===== src/rtl/arith_pipe_if.sv =====
// -----------------------------------------------------------------------------
// arith_pipe_if -- handshake bundle for the two-stage arithmetic pipeline.
//
// Signals (WIDTH = operand/result width):
//   ai, bi [WIDTH]  operands A and B
//   ci              carry-in (used by the add-with-carry operation only)
//   si [2]          operation select
//   in_valid        producer offers an input beat
//   in_ready        pipeline accepts the input beat this cycle
//   out [WIDTH]     result
//   carry           carry-out / no-borrow flag
//   Z, N, V         zero, negative and signed-overflow flags
//   out_valid       pipeline offers a result beat
//   out_ready       consumer accepts the result beat
//
// Modports: master = beat producer / result consumer, slave = the pipeline.
// -----------------------------------------------------------------------------
interface arith_pipe_if #(
    parameter int WIDTH = 8
);
    logic [WIDTH-1:0] ai;
    logic [WIDTH-1:0] bi;
    logic             ci;
    logic [1:0]       si;
    logic             in_valid;
    logic             in_ready;
    logic [WIDTH-1:0] out;
    logic             carry;
    logic             Z;
    logic             N;
    logic             V;
    logic             out_valid;
    logic             out_ready;

    modport master (
        output ai, bi, ci, si, in_valid, out_ready,
        input  in_ready, out, carry, Z, N, V, out_valid
    );

    modport slave (
        input  ai, bi, ci, si, in_valid, out_ready,
        output in_ready, out, carry, Z, N, V, out_valid
    );
endinterface


===== src/rtl/arith_pipe.sv =====
// -----------------------------------------------------------------------------
// arith_pipe -- two-stage valid/ready pipelined adder/subtractor with flags.
//
// Stage 1 registers the operands and select; stage 2 registers the result and
// the carry/Z/N/V flags. Each stage advances when the stage after it is empty
// or transferring, so the pipeline sustains one beat per cycle and stalls
// without losing or duplicating beats.
//
// Ports:
//   clk    rising-edge clock
//   rst_n  asynchronous active-low reset; empties the pipeline
//   bus    arith_pipe_if.slave (operands, select, flags, both handshakes)
//
// Operations (si): 00 A+B+ci, 01 A-B, 10 A+1, 11 A-1.
//
// Optional build macro ARITH_PIPE_SAT_EN: on signed overflow the result
// saturates to the signed max/min; carry and V still describe the raw sum,
// Z and N describe the saturated result. Without it the result wraps.
// -----------------------------------------------------------------------------
module arith_pipe #(
    parameter int WIDTH = 8
) (
    input  logic         clk,
    input  logic         rst_n,
    arith_pipe_if.slave  bus
);
    // Stage 1: captured operands.
    logic             s1_valid;
    logic [WIDTH-1:0] s1_a;
    logic [WIDTH-1:0] s1_b;
    logic             s1_ci;
    logic [1:0]       s1_si;

    // Stage 2: registered result and flags.
    logic             s2_valid;
    logic [WIDTH-1:0] s2_out;
    logic             s2_carry;
    logic             s2_z;
    logic             s2_n;
    logic             s2_v;

    logic s2_adv;
    logic s1_adv;
    logic in_fire;

    // Stage 2 may load when empty or when its result leaves this cycle; stage 1
    // moves forward only when it holds a beat and stage 2 can take it.
    assign s2_adv       = !s2_valid || bus.out_ready;
    assign s1_adv       = s1_valid && s2_adv;
    assign bus.in_ready = !s1_valid || s2_adv;
    assign in_fire      = bus.in_valid && bus.in_ready;

    // Every operation is one (WIDTH+1)-bit add of A, an effective B and a
    // carry-in, so a single adder serves all four selects.
    logic [WIDTH-1:0] b_eff;
    logic             c_eff;
    logic [WIDTH:0]   sum;
    logic             v_nxt;
    logic [WIDTH-1:0] res;

    // NOTE: every signal assigned in an always_comb gets a default first, so
    // no path leaves it unassigned and no latch is inferred.
    always_comb begin
        b_eff = s1_b;
        c_eff = s1_ci;
        unique case (s1_si)
            2'b00: begin b_eff = s1_b;    c_eff = s1_ci; end
            2'b01: begin b_eff = ~s1_b;   c_eff = 1'b1;  end
            2'b10: begin b_eff = '0;      c_eff = 1'b1;  end
            2'b11: begin b_eff = '1;      c_eff = 1'b0;  end
            default: begin b_eff = s1_b;  c_eff = s1_ci; end
        endcase
    end

    assign sum   = {1'b0, s1_a} + {1'b0, b_eff} + {{WIDTH{1'b0}}, c_eff};
    // Overflow: both addends share a sign that the sum does not.
    assign v_nxt = (s1_a[WIDTH-1] == b_eff[WIDTH-1]) &&
                   (sum[WIDTH-1] != s1_a[WIDTH-1]);

`ifdef ARITH_PIPE_SAT_EN
    // On overflow the true sum has the addends' sign: positive addends clamp
    // to the signed max, negative ones to the signed min.
    always_comb begin
        res = sum[WIDTH-1:0];
        if (v_nxt) begin
            res = s1_a[WIDTH-1] ? {1'b1, {(WIDTH-1){1'b0}}}
                                : {1'b0, {(WIDTH-1){1'b1}}};
        end
    end
`else
    assign res = sum[WIDTH-1:0];
`endif

    // NOTE: sequential state is written with non-blocking assignments so every
    // register samples pre-edge values and stage order does not matter.
    // NOTE: the data registers are reset along with the valid bits because the
    // result and flags are visible outputs that must read zero during reset.
    always_ff @(posedge clk or negedge rst_n) begin
        if (!rst_n) begin
            s1_valid <= 1'b0;
            s1_a     <= '0;
            s1_b     <= '0;
            s1_ci    <= 1'b0;
            s1_si    <= 2'b00;
        end else if (in_fire) begin
            s1_valid <= 1'b1;
            s1_a     <= bus.ai;
            s1_b     <= bus.bi;
            s1_ci    <= bus.ci;
            s1_si    <= bus.si;
        end else if (s1_adv) begin
            s1_valid <= 1'b0;
        end
    end

    always_ff @(posedge clk or negedge rst_n) begin
        if (!rst_n) begin
            s2_valid <= 1'b0;
            s2_out   <= '0;
            s2_carry <= 1'b0;
            s2_z     <= 1'b0;
            s2_n     <= 1'b0;
            s2_v     <= 1'b0;
        end else if (s1_adv) begin
            s2_valid <= 1'b1;
            s2_out   <= res;
            s2_carry <= sum[WIDTH];
            s2_z     <= (res == '0);
            s2_n     <= res[WIDTH-1];
            s2_v     <= v_nxt;
        end else if (s2_valid && bus.out_ready) begin
            s2_valid <= 1'b0;
        end
    end

    assign bus.out_valid = s2_valid;
    assign bus.out       = s2_out;
    assign bus.carry     = s2_carry;
    assign bus.Z         = s2_z;
    assign bus.N         = s2_n;
    assign bus.V         = s2_v;
endmodule


===== src/flat_wrapper.sv =====
// flat-port wrapper written by rule: the top's interface ports become plain ports
module arith_pipe_flat 
#(
    parameter int WIDTH = 8
)
  (clk, rst_n, bus_ai, bus_bi, bus_ci, bus_si, bus_in_valid, bus_out_ready, bus_in_ready, bus_out, bus_carry, bus_Z, bus_N, bus_V, bus_out_valid);
  arith_pipe_if #(.WIDTH(WIDTH)) bus_i ();
  input  logic clk;
  input  logic rst_n;
  input wire logic [$bits(bus_i.ai)-1:0] bus_ai;
  input wire logic [$bits(bus_i.bi)-1:0] bus_bi;
  input wire logic [$bits(bus_i.ci)-1:0] bus_ci;
  input wire logic [$bits(bus_i.si)-1:0] bus_si;
  input wire logic [$bits(bus_i.in_valid)-1:0] bus_in_valid;
  input wire logic [$bits(bus_i.out_ready)-1:0] bus_out_ready;
  output wire logic [$bits(bus_i.in_ready)-1:0] bus_in_ready;
  output wire logic [$bits(bus_i.out)-1:0] bus_out;
  output wire logic [$bits(bus_i.carry)-1:0] bus_carry;
  output wire logic [$bits(bus_i.Z)-1:0] bus_Z;
  output wire logic [$bits(bus_i.N)-1:0] bus_N;
  output wire logic [$bits(bus_i.V)-1:0] bus_V;
  output wire logic [$bits(bus_i.out_valid)-1:0] bus_out_valid;
  assign bus_i.ai = bus_ai;
  assign bus_i.bi = bus_bi;
  assign bus_i.ci = bus_ci;
  assign bus_i.si = bus_si;
  assign bus_i.in_valid = bus_in_valid;
  assign bus_i.out_ready = bus_out_ready;
  assign bus_in_ready = bus_i.in_ready;
  assign bus_out = bus_i.out;
  assign bus_carry = bus_i.carry;
  assign bus_Z = bus_i.Z;
  assign bus_N = bus_i.N;
  assign bus_V = bus_i.V;
  assign bus_out_valid = bus_i.out_valid;
  arith_pipe #(.WIDTH(WIDTH)) u_core (.clk(clk), .rst_n(rst_n), .bus(bus_i));
endmodule

===== config.mk =====
export PLATFORM = sky130hd
export DESIGN_NAME = arith_pipe_flat
export DESIGN_NICKNAME = d
export VERILOG_FILES = /design/src/rtl/arith_pipe_if.sv /design/src/rtl/arith_pipe.sv /design/src/flat_wrapper.sv
export SDC_FILE = /design/constraint.sdc
export NUM_CORES = 1
export LEC_CHECK = 0
export ABC_AREA = 1
export ABC_CLOCK_PERIOD_IN_PS = 3400
export BUFFER_PORTS_ARGS = -buffer_cell sky130_fd_sc_hd__buf_4
export CAP_MARGIN = 25
export CELL_PAD_IN_SITES_DETAIL_PLACEMENT = 0
export CELL_PAD_IN_SITES_GLOBAL_PLACEMENT = 2
export CORE_ASPECT_RATIO = 0.7
export CORE_MARGIN = 5
export CORE_UTILIZATION = 32
export DETAILED_ROUTE_END_ITERATION = 6
export PLACE_DENSITY_LB_ADDON = 0.08
export SYNTH_ARGS = -nofsm -noshare
export SYNTH_HDL_FRONTEND = slang
export SYNTH_SLANG_ARGS = --single-unit

===== constraint.sdc =====
create_clock -name clk -period 3.4 [get_ports clk]
set_clock_uncertainty 0.2 [all_clocks]
set_input_delay 0.68 -clock clk [delete_from_list [all_inputs] [get_ports clk]]
set_output_delay 0.68 -clock clk [all_outputs]
set_load 0.05 [all_outputs]

==> reports/results.tsv <==
metric	value	unit
crit_path_top_delay_cell	fa_1	
fp.dieW	99.3	um
synth_fp_nets	247	
p_per_area	814	nW/um^2
yosys-top-cells-count	nand2_1 (47), dfrtp_1 (32), inv_1 (30), a21oi_1 (26), nor2_1 (20)	
stdcell_count	325	
crit_fanout	7	
grt_setup_unrepaired	no	
fin_crit_sh	87.2	%
cp_cell_sequence	inv_1, ha_1, inv_1, o21ai_0, o21ai_0, fa_1, fa_1, inv_1, nand2_1, nand2_1, nand2_1, nor2_1, nand3_1, nor2_1, nand3_1, nand2_1	
async_flop_share	100	%
crit_top_cell	nand2_1	
maxClockFrequency	0.337	GHz
ctsLongestPathBuffers	2	
reg2reg_from	u_core.s1_si[1]	
numPortBuffers	36	
syn_to_final_growth	26.5	%
yosys_warnings	0	
yosysMostFrequentCell	nand2_1	
grt_pass1_wl	6.73	mm
syn_inst	212	
setup_viol	0	
crit_start	u_core.s1_si[1]	
worst_pin_slew	0.737	ns
syn_area	1790	um^2
cts-root-buf	clkbuf_8	
routed_via_density	4.37	
overflow	0	
grt_pass1_vias	1484	
ys_top_cells_by_area	dfrtp_1 (45%), nand2_1 (9.9%), a21oi_1 (7.3%)	
slew_headroom	50.8	%
final-max-slew-violation-count	0	
die_area	7200	um^2
ys.flop_type	dfrtp_1	
diodes	0	
ctsHtreeMaxLevel	2	
ios	37	
cts_setup_buffers	0	
wire_per_inst	12.0	um
min_period	2.97	ns
final_util	42.3	%
crit_type	register to register	
vdd_drop_max	0.000306	V
initial_core_util	33.5	%
synth_edf_count	0	
crit_path_start_kind	register	
reg2regPathDepth	16	
grt_start_max_net_pins	33	
cp-end-kind	register	
yosysTopAreaCell	dfrtp_1	
drt_iter0_markers	35	
worstHoldPathType	input pin to asynchronous set/reset pin	
crit_path_max_incr_delay	0.45	ns
whs	0.128	ns
nets	287	
arrival	2.99	ns
synth_seq_cells	32	
crit_required	3.42	ns
dp_cells	317	
antenna_found_initial	0	
cts.sinks	32	
synth_cell_types	23	
core	5340	um^2
drt-pass1-iter-count	4	
setup.worst_path.end	u_core.bus.Z	
yosysTopAreaCellShare	44.8	%
drt_wl_total	3.89	mm
timing.rr.end	u_core.bus.Z	
drcViolationCount	0	
rows	22	
hold_viol_final	0	
dp_hpwl	3.01	mm
gp_congestion	0.727	
ys_seq_area_share	44.8	%
drive_above_1_share	24.9	%
die_y	72.5	um
avgSynthCellArea	8.43	um^2
vias	1421	
reg2reg_setup_slack	0.43	ns
outcome	finished clean	
grtUsageTotal	11.9	%
max_cap_viol_count	0	
cts_tree	built	
ant_nets	0	
clk_pin_slew	0.07	ns
finalSetupTns	0	ns
clock_latency	0.28	ns
cts_made_buffers	5	
leakage	1.18	nW
## flip-flops by register name, indices dropped and copies added (netlist names)
| register | count |
|---|---|
| u_core.bus.carry | 1 |
| u_core.s1_ci | 1 |
| u_core.s1_valid | 1 |
| u_core.bus.out | 8 |
| u_core.s1_a | 8 |
| u_core.bus.out_valid | 1 |
| u_core.bus.Z | 1 |
| u_core.s1_b | 8 |
| u_core.s1_si | 2 |
| u_core.bus.V | 1 |
## cells in the final DEF (no fill, tap or decap)
master	count
clkbuf_8	7
nand2_2	3
nand4_1	1
mux2_2	9
ha_2	1
mux2i_1	1
buf_4	39
bufinv_16	1
o21ai_2	1
xor2_1	1
ha_1	9
nand3_2	2
nor2_1	20
o21ai_0	6
nand3_1	9
a21oi_1	26
fa_1	2
inv_1	30
o22ai_1	1
o21ai_1	1
a31oi_1	1
nand2_1	47
dfrtp_1	32
o21a_1	1
nand3b_1	2
## cell type report
type                       instances  area [um^2]
tap                               72         90.1
timing repair buffer              39          293
clock buffer                       7         96.3
fill                             593         3080
multi-input combinational        144          838
sequential                        32          801
inverter                          30          113
clock inverter                     1         30.0
## per-stage QoR
stage	cell area [um^2]	power [W]	setup WS, ns
finish	2260	0.00184	0.434
global route	2260	0.00199	0.00807
CTS	2260	0.00187	0.372
detailed placement	2130	0.00146	0.392
global placement	2130	0.00147	0.494
floorplan	1790	0.00120	0.751
## kinds of logic (layout without fill, tap and decap cells)
logic type      count (synthesis)  count (layout)  share of synthesized area, %
simple gates                   84              84                          20.0
compound gates                 37              37                          10.9
buf+inv                        36              77                          8.40
flops                          32              32                          44.8
fa+ha+maj                      12              12                          9.24
mux                            10              10                          6.23
xor+xnor                        1               1                         0.490
## power breakdown
part / internal, W / switching, W
Clock: 0.000259 / 0.000142
Sequential: 0.000478 / 0.0000537
Combinational: 0.000306 / 0.000602
## what timing repair did
action | 4_1_cts | 5_1_grt
hold buffers | 0 | 0
setup endpoints to repair | 0 | 1
resized for setup | 0 | 1
## routing by layer
layer  global-route usage (%)  vias up  routed length, um
li1                         -      760                  -
met4                     3.64        0                 39
met3                     3.84        5                211
met2                     17.3       23               1520
met5                        0        -                  0
met1                     16.8      633               2120
## how the worst min path moves through the flow
| stage | start | endpoint | slack [ns] | cells past startpoint |
|---|---|---|---|---|
| finish | rst_n | u_core.s1_b[6] | 0.13 | 1 |
| global route | rst_n | u_core.s1_b[6] | 0.15 | 1 |
| CTS | rst_n | u_core.s1_b[6] | 0.14 | 1 |
| detailed placement | u_core.bus.V | u_core.bus.V | 0.27 | 2 |
| global placement | u_core.bus.out[4] | u_core.bus.out[4] | 0.27 | 2 |
| floorplan | rst_n | u_core.bus.V | 0.18 | 0 |
## worst max-delay path: cells and delay by family, from the launching register on
kind	cells	cell delay [ns]
buffers and inverters	3	0.30
DFF	1	0.38
AOI/OAI and AO/OA	2	0.26
and+or+nand+nor	8	0.62
adders and majority gates	3	1.15
(Power assumes the default switching activity.)
